`config.mk`:
```
export PLATFORM = sky130hd
export DESIGN_NAME = fixed_divider_seq_flat
export DESIGN_NICKNAME = d
export VERILOG_FILES = /design/src/rtl/fixed_divider_seq_if.sv /design/src/rtl/fixed_divider_seq.sv /design/src/flat_wrapper.sv
export SDC_FILE = /design/constraint.sdc
export NUM_CORES = 1
export LEC_CHECK = 0
export CAP_MARGIN = 25
export CELL_PAD_IN_SITES_DETAIL_PLACEMENT = 2
export CELL_PAD_IN_SITES_GLOBAL_PLACEMENT = 2
export CORE_MARGIN = 1
export CORE_UTILIZATION = 30
export DETAILED_ROUTE_END_ITERATION = 10
export PLACE_DENSITY_LB_ADDON = 0.1
export SYNTH_ARGS = -nofsm -noshare
export SYNTH_HDL_FRONTEND = slang
export SYNTH_SLANG_ARGS = --single-unit
```
`constraint.sdc`:
```
create_clock -name clk -period 6.3 [get_ports clk]
set_clock_uncertainty 0.15 [all_clocks]
set_input_delay 1.26 -clock clk [delete_from_list [all_inputs] [get_ports clk]]
set_output_delay 1.26 -clock clk [all_outputs]
set_load 0.01 [all_outputs]
```
`src/rtl/fixed_divider_seq_if.sv`:
```
// Purpose : start/done request bus between the calculator controller and the Q16.16 divider.
// Latency : n/a (signal bundle only).
// Backpressure: none; the requester must wait for busy=0 and hold start until it is accepted.
//
// Signals:
//   start        requester -> divider  request strobe
//   a, b         requester -> divider  dividend / divisor, sampled when start is accepted
//   busy         divider -> requester  division in progress
//   done         divider -> requester  one-cycle completion pulse
//   result       divider -> requester  quotient, held until the next accepted request
//   overflow     divider -> requester  quotient magnitude did not fit the signed range
//   div_by_zero  divider -> requester  divisor was zero
interface fixed_divider_seq_if #(
  parameter int WIDTH = 32
);
  logic             start;
  logic [WIDTH-1:0] a;
  logic [WIDTH-1:0] b;
  logic             busy;
  logic             done;
  logic [WIDTH-1:0] result;
  logic             overflow;
  logic             div_by_zero;

  modport master (
    output start, a, b,
    input  busy, done, result, overflow, div_by_zero
  );

  modport slave (
    input  start, a, b,
    output busy, done, result, overflow, div_by_zero
  );
endinterface

```
`src/rtl/fixed_divider_seq.sv`:
```
// Purpose : sequential signed Q16.16 divider, restoring radix-2, one quotient bit per clock.
// Latency : done pulses in the cycle after accept+48 edges (cycle after accept when b==0).
// Backpressure: start is only taken in IDLE; requests during CALC/DONE are dropped, hold start.
//
// Ports:
//   clk    rising-edge clock
//   rst_n  synchronous active-low reset; aborts any division in flight
//   bus    fixed_divider_seq_if.slave (start/a/b in; busy/done/result/overflow/div_by_zero out)
//
// Build option: FIXED_DIV_SATURATE_EN
//   defined   -> an overflowing quotient saturates to 0x7FFFFFFF / 0x80000000
//   undefined -> an overflowing quotient wraps to its low WIDTH bits
//   overflow is reported in both builds; divide-by-zero handling does not change.
module fixed_divider_seq #(
  parameter int WIDTH = 32,
  parameter int FRAC  = 16
) (
  input  logic                clk,
  input  logic                rst_n,
  fixed_divider_seq_if.slave  bus
);

  // One quotient bit per iteration; the dividend is |a| scaled by 2^FRAC.
  localparam int N  = WIDTH + FRAC;
  localparam int CW = $clog2(N);

  // Largest magnitudes that still fit the signed result for each sign.
  localparam logic [N-1:0] POS_LIM = {{(N-WIDTH+1){1'b0}}, {(WIDTH-1){1'b1}}};
  localparam logic [N-1:0] NEG_LIM = POS_LIM + N'(1);

  localparam logic [WIDTH-1:0] MAX_POS = {1'b0, {(WIDTH-1){1'b1}}};
  localparam logic [WIDTH-1:0] MIN_NEG = {1'b1, {(WIDTH-1){1'b0}}};

  typedef enum logic [1:0] {
    IDLE = 2'd0,
    CALC = 2'd1,
    DONE = 2'd2
  } state_t;

  state_t state_q, state_d;

  // Datapath state
  logic             sign_q;     // sign of the final quotient
  logic [WIDTH-1:0] bmag_q;     // |b|
  logic [N-1:0]     dvd_q;      // dividend bits shift out of the top, quotient bits shift in below
  logic [WIDTH-1:0] rem_q;      // partial remainder, always < |b| between iterations
  logic [CW-1:0]    cnt_q;      // iteration index 0..N-1
  logic [WIDTH-1:0] result_q;
  logic             ovf_q;
  logic             dz_q;

  // Control strobes from the FSM
  logic accept;
  logic last_iter;

  // ---------------------------------------------------------------------------
  // Operand conditioning at accept
  // ---------------------------------------------------------------------------
  logic             b_zero;
  logic [WIDTH-1:0] a_mag;
  logic [WIDTH-1:0] b_mag;
  logic [WIDTH-1:0] dz_result;

  // Unsigned WIDTH-bit magnitudes are enough: the most negative operand maps to
  // 2^(WIDTH-1), which is still representable without a sign bit.
  always_comb begin
    b_zero    = (bus.b == '0);
    a_mag     = bus.a[WIDTH-1] ? (~bus.a + 1'b1) : bus.a;
    b_mag     = bus.b[WIDTH-1] ? (~bus.b + 1'b1) : bus.b;
    dz_result = bus.a[WIDTH-1] ? MIN_NEG : MAX_POS;
  end

  // ---------------------------------------------------------------------------
  // One restoring-division iteration
  // ---------------------------------------------------------------------------
  logic [WIDTH:0]   rem_sh;     // one extra bit: shifted remainder can reach 2*|b|-1
  logic             q_bit;
  logic [WIDTH-1:0] rem_d;
  logic [N-1:0]     dvd_d;

  always_comb begin
    rem_sh = {rem_q, dvd_q[N-1]};
    q_bit  = (rem_sh >= {1'b0, bmag_q});
    // When subtracting, the difference is < |b| so WIDTH-bit wraparound is exact.
    rem_d  = q_bit ? (rem_sh[WIDTH-1:0] - bmag_q) : rem_sh[WIDTH-1:0];
    dvd_d  = {dvd_q[N-2:0], q_bit};
  end

  // ---------------------------------------------------------------------------
  // Result formation on the final iteration
  // ---------------------------------------------------------------------------
  logic [N-1:0]     q_fin;      // full magnitude quotient including this cycle's bit
  logic [WIDTH-1:0] q_low;
  logic [WIDTH-1:0] q_signed;
  logic             q_ovf;
  logic [WIDTH-1:0] q_result;

  always_comb begin
    q_fin    = dvd_d;
    q_low    = q_fin[WIDTH-1:0];
    // Negating a zero magnitude yields zero, so no negative zero can appear.
    q_signed = sign_q ? (~q_low + 1'b1) : q_low;
    q_ovf    = (q_fin > (sign_q ? NEG_LIM : POS_LIM));
    q_result = q_signed;
    if (q_ovf) begin
`ifdef FIXED_DIV_SATURATE_EN
      q_result = sign_q ? MIN_NEG : MAX_POS;
`else
      q_result = q_signed;
`endif
    end
  end

  // ---------------------------------------------------------------------------
  // FSM
  // ---------------------------------------------------------------------------
  always_ff @(posedge clk) begin
    if (!rst_n) begin
      state_q <= IDLE;
    end else begin
      state_q <= state_d;
    end
  end

  always_comb begin
    state_d   = state_q;
    accept    = 1'b0;
    last_iter = 1'b0;
    case (state_q)
      IDLE: begin
        if (bus.start) begin
          accept  = 1'b1;
          // A zero divisor is resolved immediately, skipping the iterations.
          state_d = b_zero ? DONE : CALC;
        end
      end
      CALC: begin
        if (cnt_q == CW'(N-1)) begin
          last_iter = 1'b1;
          state_d   = DONE;
        end
      end
      DONE: begin
        state_d = IDLE;
      end
      default: begin
        state_d = IDLE;
      end
    endcase
  end

  // ---------------------------------------------------------------------------
  // Datapath registers
  // ---------------------------------------------------------------------------
  always_ff @(posedge clk) begin
    if (!rst_n) begin
      sign_q   <= 1'b0;
      bmag_q   <= '0;
      dvd_q    <= '0;
      rem_q    <= '0;
      cnt_q    <= '0;
      result_q <= '0;
      ovf_q    <= 1'b0;
      dz_q     <= 1'b0;
    end else if (accept) begin
      sign_q <= bus.a[WIDTH-1] ^ bus.b[WIDTH-1];
      bmag_q <= b_mag;
      dvd_q  <= {a_mag, {FRAC{1'b0}}};
      rem_q  <= '0;
      cnt_q  <= '0;
      ovf_q  <= 1'b0;
      dz_q   <= 1'b0;
      if (b_zero) begin
        dz_q     <= 1'b1;
        result_q <= dz_result;
      end
    end else if (state_q == CALC) begin
      dvd_q <= dvd_d;
      rem_q <= rem_d;
      cnt_q <= cnt_q + 1'b1;
      if (last_iter) begin
        result_q <= q_result;
        ovf_q    <= q_ovf;
      end
    end
  end

  // ---------------------------------------------------------------------------
  // Outputs
  // ---------------------------------------------------------------------------
  assign bus.busy        = (state_q == CALC);
  assign bus.done        = (state_q == DONE);
  assign bus.result      = result_q;
  assign bus.overflow    = ovf_q;
  assign bus.div_by_zero = dz_q;

endmodule

```
`src/flat_wrapper.sv`:
```
// flat-port wrapper written by rule: the top's interface ports become plain ports
module fixed_divider_seq_flat 
#(
  parameter int WIDTH = 32,
  parameter int FRAC  = 16
)
  (clk, rst_n, bus_start, bus_a, bus_b, bus_busy, bus_done, bus_result, bus_overflow, bus_div_by_zero);
  fixed_divider_seq_if #(.WIDTH(WIDTH)) bus_i ();
  input  logic clk;
  input  logic rst_n;
  input wire logic [$bits(bus_i.start)-1:0] bus_start;
  input wire logic [$bits(bus_i.a)-1:0] bus_a;
  input wire logic [$bits(bus_i.b)-1:0] bus_b;
  output wire logic [$bits(bus_i.busy)-1:0] bus_busy;
  output wire logic [$bits(bus_i.done)-1:0] bus_done;
  output wire logic [$bits(bus_i.result)-1:0] bus_result;
  output wire logic [$bits(bus_i.overflow)-1:0] bus_overflow;
  output wire logic [$bits(bus_i.div_by_zero)-1:0] bus_div_by_zero;
  assign bus_i.start = bus_start;
  assign bus_i.a = bus_a;
  assign bus_i.b = bus_b;
  assign bus_busy = bus_i.busy;
  assign bus_done = bus_i.done;
  assign bus_result = bus_i.result;
  assign bus_overflow = bus_i.overflow;
  assign bus_div_by_zero = bus_i.div_by_zero;
  fixed_divider_seq #(.WIDTH(WIDTH), .FRAC(FRAC)) u_core (.clk(clk), .rst_n(rst_n), .bus(bus_i));
endmodule
```
==> results of run 1 <==
sequential cells by signal, indices dropped and copies added (netlist names), 2 cells and up:
signal             cells
u_core.bmag_q         32
u_core.state_q         2
u_core.bus.result     32
u_core.dvd_q          48
u_core.rem_q          32
u_core.cnt_q           6
how the worst max path moves through the flow:
stage | cells past startpoint | end | from | slack, ns
2_1_floorplan | 22 | u_core.bus.result[28]$_SDFFE_PN0P_ | u_core.bmag_q[26]$_SDFFE_PN0P_ | 1.56
3_3_place_gp | 12 | u_core.bus.result[19]$_SDFFE_PN0P_ | bus_b[10] | 1.22
3_5_place_dp | 12 | u_core.bus.result[19]$_SDFFE_PN0P_ | bus_b[10] | 1.08
4_1_cts | 20 | u_core.bus.result[28]$_SDFFE_PN0P_ | u_core.bmag_q[6]$_SDFFE_PN0P_ | 1.44
5_1_grt | 20 | u_core.bus.result[28]$_SDFFE_PN0P_ | u_core.bmag_q[6]$_SDFFE_PN0P_ | 1.09
6_report | 20 | u_core.bus.result[28]$_SDFFE_PN0P_ | u_core.bmag_q[6]$_SDFFE_PN0P_ | 1.48
cell usage after synthesis, drive strengths merged (3+ instances only):
master	number	share of area [%]
a211oi	42	3.0
a21o	24	1.7
a21oi	155	7.5
a221oi	5	0.42
a22oi	31	2.2
a31oi	6	0.36
and4	4	0.34
buf	20	0.84
clkbuf	64	2.3
dfxtp	155	30
ha	68	8.2
inv	52	1.9
mux2i	16	1.5
nand2	174	6.4
nand2b	13	0.78
nand3	26	1.3
nand4	18	1.1
nor2	93	3.4
nor2b	8	0.48
nor3	13	0.63
nor4	11	0.81
nor4b	3	0.25
o211ai	29	2.1
o21a	8	0.58
o21ai	92	4.4
o21bai	5	0.36
o221ai	3	0.25
o22ai	4	0.24
o31ai	21	1.5
o41ai	14	1.2
or2	5	0.30
or3	10	0.65
or4	13	1.0
xnor2	64	5.4
xor2	44	3.7
through the flow:
| stage | cells | total power, mW | instance area, um^2 |
|---|---|---|---|
| final | 1854 | 3.07 | 12400 |
| after global routing | 1854 | 3.24 | 12400 |
| after CTS | 1854 | 3.12 | 12400 |
| after detailed placement | 1826 | 1.97 | 11800 |
| after global placement | 1824 | 1.94 | 11700 |
| after floorplan | 1345 | 1.69 | 10400 |
placed cells by master, fill, tap and decap left out, types with 5 or more instances in the layout:
cell type	netlist	layout
mux2i_1	16	16
nand2b_1	13	13
o21ai_0	92	92
ha_1	68	68
a211oi_1	42	42
a31oi_1	6	6
or3_1	9	9
o211ai_1	29	29
buf_4	1	13
or4_1	11	11
o41ai_1	14	14
o31ai_1	21	21
dfxtp_1	155	154
inv_1	51	49
clkbuf_16	0	17
nor3_1	13	13
xor2_1	44	44
a21o_1	24	24
o21a_1	8	8
nor2_1	92	91
a22oi_1	31	31
nand2_1	172	172
or2_2	5	5
nor4_1	10	10
o21bai_1	5	5
a21oi_1	155	154
nor2b_1	8	8
a221oi_1	5	5
clkdlybuf4s50_1	0	102
nand3_1	26	26
xnor2_1	64	64
nand4_1	17	17
where the power goes:
group | internal, mW | total [mW] | switching, mW
Sequential | 1.03 | 1.08 | 0.0506
Combinational | 0.342 | 0.867 | 0.525
Clock | 0.696 | 1.13 | 0.430
Total | 2.07 | 3.07 | 1.01
cell type report:
type	count	area (um^2)	share of cell area [%]
inverter	52	196	1.58
clock buffer	21	480	3.87
tap	448	561	4.51
timing repair buffer	117	1170	9.45
multi-input combinational	1054	6760	54.5
sequential	155	3100	25.0
clock inverter	7	140	1.13
layer usage:
layer	track usage (%)	up-vias
li1	-	4972
met1	28.7	5026
met2	34.3	132
met3	2.53	41
met4	6.13	0
met5	0	-
worst register-to-register path: stages (launching register included):
cell and delay, ns:
dfxtp_1 0.33, inv_1 0.05, ha_1 0.35, a211oi_1 0.28
o21bai_1 0.15, o21ai_0 0.20, a21oi_1 0.13, nand2b_1 0.13
a41oi_1 0.29, o21ba_2 0.35, inv_2 0.07, ha_1 0.16
nand2b_1 0.12, nand2b_1 0.21, nand2b_1 0.21, or2_2 0.36
or4_1 0.56, o31ai_1 0.27, xnor2_1 0.16, o21ai_0 0.09
o21ai_0 0.15
logic make-up (layout without fill, tap and decap cells):
family | after synthesis | in the layout | share of synthesized area [%]
mux | 16 | 16 | 1.54
buf+inv | 136 | 197 | 5.04
compound gates | 461 | 461 | 27.9
xor+xnor | 108 | 108 | 9.11
simple gates | 400 | 400 | 18.1
flops | 155 | 155 | 29.9
fa+ha+maj | 69 | 69 | 8.39
==> key figures, run 1 <==
CTS
  – CTS tree: yes
  – Clk buf depth: 2
  – Num Clock Sinks: 155
  – Total of cells resized after clock tree synthesis: 0
  – Hold Buf Count CTS: 0
  – Worst-Skew Late Latency: 0.44 ns
  – CTS root buf: clkbuf_16
  – CTS Buf Count: 17
  – Worst-path clk slew: 0.06 ns
  – H-tree depth: 4
  – Post-CTS Setup Bufs: 0

Die
  – Horiz. Die Dim: 188 um
  – Total core area: 33800 um^2
  – I/O Pins: 103
  – DIE AREA: 35400 um^2
  – Initial Util: 30.7%
  – Die height: 188 um
  – Row cnt: 67

Global routing
  – Largest net degree at the start of global routing: 83
  – Overall Global Routing Usage: 21.0%
  – Initial antenna violation count: 0
  – Global route overflow: 0
  – Vias in the first global route: 10700
  – Global-route wire length before repair: 58900 um

Detailed routing
  – Routed WL per cell: 19.7 um
  – Wire length on met1: 18200 um
  – DR pass1 iterations: 5
  – Metal3 WL: 897 um
  – DR vias/cell: 5.49
  – Starting DRT DRC Count: 436
  – Post-Route WL: 36500 um
  – DR DRC count: 0
  – Top sig layer: met4
  – Routed vias: 10200
  – Met2 routed WL: 16800 um
  – ANT nets after route: 0

Setup path
  – Worst Setup Path Type: flip-flop to flip-flop
  – CP max FO: 6
  – Crit path required time: 6.52 ns
  – Flop-to-flop setup slack: 1.48 ns
  – Worst path bufs/invs: 2
  – Reg2reg start: u_core.bmag_q[6]$_SDFFE_PN0P_
  – RR Endpoint: u_core.bus.result[28]$_SDFFE_PN0P_
  – CP Cell Sequence: inv_1 > ha_1 > a211oi_1 > o21bai_1 > o21ai_0 > a21oi_1 > nand2b_1 > a41oi_1 > o21ba_2 > inv_2 > ha_1 > nand2b_1 > nand2b_1 > nand2b_1 > or2_2 > or4_1 > o31ai_1 > xnor2_1 > o21ai_0 > o21ai_0
  – Launching element type of the critical path: flip-flop
  – Cell repeated most along the worst path: nand2b_1
  – Worst Path Arrival: 5.04 ns
  – R2R depth: 20
  – Critical Path Sink Type: flip-flop
  – Slowest stage cell, crit path: or4_1
  – Critical Path Max Stage Delay: 0.56 ns
  – CP top delay family: compound AO/OA/AOI/OAI gates

Flow run
  – Max cap viols: 0

Place
  – DP Wirelength: 26400 um
  – Gp weighted congestion: 0.797
  – DP Worst Slack: 1.08 ns
  – PortBufs: 102

Synthesis
  – EDFF count, synth: 0
  – Main synth FF type: dfxtp_1
  – Synth warn: 0
  – Post-synth net total: 1481
  – Synthesized area per cell: 7.72 um^2
  – #FFs+latches synth: 155
  – Asr flop ratio synth: 0%
  – Synth Instances: 1345
  – Seq/Total Area, Yosys: 29.9%
  – Synthesized cell area: 10400 um^2
  – Post-synth cell types: 69

STA
  – Final worst path period share: 76.4%
  – RSZ-0062 raised after global routing: no
  – Hold Fails Final Rpt: 0
  – Worst-margin pin slew: 0.904 ns
  – # setup viols final: 0
  – Final Max Tran Viols: 0
  – Post-layout worst setup margin: 1.48 ns
  – Clock period minus worst slack: 4.82 ns
  – Total Neg Setup Slack: 0 ns
  – Hold_ws: 0.308 ns
  – Slew headroom: 39.5%
  – Max frequency: 0.208 GHz

Layout
  – Area Overhead vs Synth: 19.6%
  – Fill cell count: 3861
  – Layout cell share with drive strength beyond 1: 4.77%
  – Antenna cell count: 0
  – Finished Core Util: 36.8%
  – Fin nets: 1533

Worst hold path
  – Hold Crit Class: flip-flop to flip-flop
  – Min-Delay Startpoint: u_core.bus.result[18]$_SDFFE_PN0P_
  – Hold Crit Depth: 2
  – Hold Path End: u_core.bus.result[18]$_SDFFE_PN0P_

Power and ir drop
  – Pleak: 4.62 nW
  – VDD IR-drop max: 144 uV
  – Pwr dens: 247 nW/um^2

Outcome
  – Status: finished, final reports clean
No activity file was read; power rests on OpenSTA's default activity.
==> run 2: changes to the inputs <==
==> constraint.sdc (replaced) <==
create_clock -name clk -period 4.15 [get_ports clk]
set_clock_uncertainty 0.15 [all_clocks]
set_input_delay 0.83 -clock clk [delete_from_list [all_inputs] [get_ports clk]]
set_output_delay 0.83 -clock clk [all_outputs]
set_load 0.01 [all_outputs]
==> run 2 against run 1 <==
Die area unchanged. Sequential power up 53%. Global-route usage up 0.91 points. Via count up 3.3%. Wire length up 5.1%. Final cell count up 3.7%. Critical path depth down 1. Non-clock buffer count up 65. Clock-buffer cell count down 1. Critical path type unchanged. Critical endpoint unchanged.
==> key figures, run 2 (synthesized netlist as in run 1, its figures left out) <==
Outcome
  – Status: finished, final reports clean (unchanged)

Layout
  – Layout cell share with drive strength beyond 1: 13.4% (was 4.77%)
  – Most common cell after layout, fill and taps aside: nand2_1 (unchanged)
  – Area occupied by multi-input gates: 7050 um^2 (was 6760 um^2)
  – Reg area: 3130 um^2 (was 3100 um^2)
  – Finished Core Util: 39.2% (was 36.8%)
  – Max reg flops: 48 (unchanged)
  – Area Overhead vs Synth: 27.4% (was 19.6%)
  – Antenna cell count: 0 (unchanged)
  – Fin nets: 1598 (was 1533)
  – Most frequent cells in the layout: 170 x nand2_1, 146 x a21oi_1, 141 x dfxtp_1 (was 172 x nand2_1, 154 x a21oi_1, 154 x dfxtp_1)
  – Register with the most flip-flops: u_core.dvd_q (unchanged)
  – Fill cell count: 3836 (was 3861)

STA
  – # setup viols final: 0 (unchanged)
  – Hold Fails Final Rpt: 0 (unchanged)
  – Worst-margin pin slew: 0.771 ns (was 0.904 ns)
  – Final worst path period share: 96.7% (was 76.4%)
  – Total Neg Setup Slack: 0 ns (unchanged)
  – Clock period minus worst slack: 4.01 ns (was 4.82 ns)
  – Max frequency: 0.249 GHz (was 0.208 GHz)
  – Final Max Tran Viols: 0 (unchanged)
  – Slew headroom: 48.6% (was 39.5%)

Power and ir drop
  – Pwr dens: 369 nW/um^2 (was 247 nW/um^2)
  – Pleak: 4.99 nW (was 4.62 nW)
  – VDD IR-drop max: 298 uV (was 144 uV)

Detailed routing
  – Post-Route WL: 38300 um (was 36500 um)
  – ANT nets after route: 0 (unchanged)
  – Routed vias: 10500 (was 10200)
  – Starting DRT DRC Count: 397 (was 436)
  – DR vias/cell: 5.47 (was 5.49)
  – DR pass1 iterations: 5 (unchanged)
  – Routed WL per cell: 19.9 um (was 19.7 um)
  – DR DRC count: 0 (unchanged)

CTS
  – CTS root buf: clkbuf_16 (unchanged)
  – CTS tree: yes (unchanged)
  – Num Clock Sinks: 155 (unchanged)
  – Clk buf depth: 2 (unchanged)
  – Worst-path clk slew: 0.07 ns (was 0.06 ns)
  – CTS Buf Count: 17 (unchanged)
  – Worst-Skew Late Latency: 0.45 ns (was 0.44 ns)
  – Hold Buf Count CTS: 0 (unchanged)
  – H-tree depth: 4 (unchanged)

Die
  – DIE AREA: 35400 um^2 (unchanged)
  – Initial Util: 30.7% (unchanged)
  – Row cnt: 67 (unchanged)
  – I/O Pins: 103 (unchanged)
  – Die height: 188 um (unchanged)
  – Horiz. Die Dim: 188 um (unchanged)
  – Total core area: 33800 um^2 (unchanged)

Global routing
  – Global route overflow: 0 (unchanged)
  – Global-route wire length before repair: 61300 um (was 58900 um)
  – Overall Global Routing Usage: 21.9% (was 21.0%)
  – Vias in the first global route: 11000 (was 10700)
  – Initial antenna violation count: 0 (unchanged)
  – Largest net degree at the start of global routing: 64 (was 83)

Place
  – PortBufs: 102 (unchanged)
  – Gp weighted congestion: 0.801 (was 0.797)
  – DP Wirelength: 28000 um (was 26400 um)

Setup path
  – CP Cell Sequence: inv_2 > ha_4 > a21oi_2 > o21ai_2 > a21oi_2 > o21ai_2 > or3_1 > o21ba_4 > inv_4 > ha_4 > nand2b_4 > nand2b_4 > nand2b_4 > or2_4 > or4_4 > o31ai_4 > xnor2_2 > o21ai_1 > o21ai_1 (was inv_1 > ha_1 > a211oi_1 > o21bai_1 > o21ai_0 > a21oi_1 > nand2b_1 > a41oi_1 > o21ba_2 > inv_2 > ha_1 > nand2b_1 > nand2b_1 > nand2b_1 > or2_2 > or4_1 > o31ai_1 > xnor2_1 > o21ai_0 > o21ai_0)
  – Critical Path Sink Type: flip-flop (unchanged)
  – Slowest stage cell, crit path: or4_4 (was or4_1)
  – Worst Setup Path Type: flip-flop to flip-flop (unchanged)
  – CP top delay family: simple AND/OR/NAND/NOR gates (was compound AO/OA/AOI/OAI gates)
  – CP max FO: 4 (was 6)
  – Worst Path Arrival: 4.24 ns (was 5.04 ns)
  – Critical Path Max Stage Delay: 0.52 ns (was 0.56 ns)
  – Worst path bufs/invs: 2 (unchanged)
  – Cell repeated most along the worst path: nand2b_4 (was nand2b_1)
  – Launching element type of the critical path: flip-flop (unchanged)
  – Crit path required time: 4.38 ns (was 6.52 ns)

Flow run
  – Max cap viols: 0 (unchanged)

Worst hold path
  – Hold Crit Class: flip-flop to flip-flop (unchanged)
-- run 2: timing repair --
item                       4_1_cts  5_1_grt
buffers inserted                 0        5
resized for setup                8       61
pin swaps                        1       19
setup endpoints to repair        5        9
-- run 2: final cells by class --
type / count / area share [%]
repair buffers: 182 / 12.5
flip-flops and latches: 155 / 23.7
multi-input cells: 1054 / 53.3
clock buffers: 20 / 3.53
clock inverters: 12 / 1.28
well taps: 448 / 4.24
inverters: 52 / 1.50
-- run 2: path summary, 6_finish.rpt --
check / cells after the start / from / to / slack [ns]
worst max-delay path: 19 / u_core.bmag_q[24]$_SDFFE_PN0P_ / u_core.bus.result[28]$_SDFFE_PN0P_ / 0.14
worst min-delay path: 2 / u_core.bus.result[8]$_SDFFE_PN0P_ / u_core.bus.result[8]$_SDFFE_PN0P_ / 0.31
worst max register to register: 19 / u_core.bmag_q[24]$_SDFFE_PN0P_ / u_core.bus.result[28]$_SDFFE_PN0P_ / 0.14
worst min register to register: 2 / u_core.bus.result[8]$_SDFFE_PN0P_ / u_core.bus.result[8]$_SDFFE_PN0P_ / 0.31
-- run 2: where the power goes --
| group | leakage [nW] | internal, mW | total [mW] | switching (mW) |
|---|---|---|---|---|
| clock network | 0.312 | 1.05 | 1.72 | 0.674 |
| logic | 3.41 | 0.639 | 1.50 | 0.860 |
| registers | 1.27 | 1.56 | 1.65 | 0.0901 |
| total | 4.99 | 3.25 | 4.88 | 1.62 |
-- run 2: worst min-delay path: stages, from the launching register on --
cell and delay [ns]:
dfxtp_1 0.31, nand2_1 0.05, a21oi_1 0.05
-- run 2: stage by stage --
step,setup slack [ns],area (um^2),hold WS (ns),cells,total power [mW]
3_3_place_gp,-0.119,12300,0.293,1885,3.05
4_1_cts,0.0113,12900,0.316,1918,4.86
6_report,0.137,13200,0.312,1923,4.88
5_1_grt,-0.0330,13200,0.334,1923,5.14
2_1_floorplan,0.00331,10400,0.290,1345,2.59
3_5_place_dp,-0.183,12300,0.304,1886,3.10
-- run 2: layer usage --
metal,wire [um],global-route usage [%],vias to the layer above
met1,19300,30.4,5232
li1,-,-,5102
met2,17600,35.3,142
met3,873,2.92,35
met5,0,0,-
met4,575,5.60,0
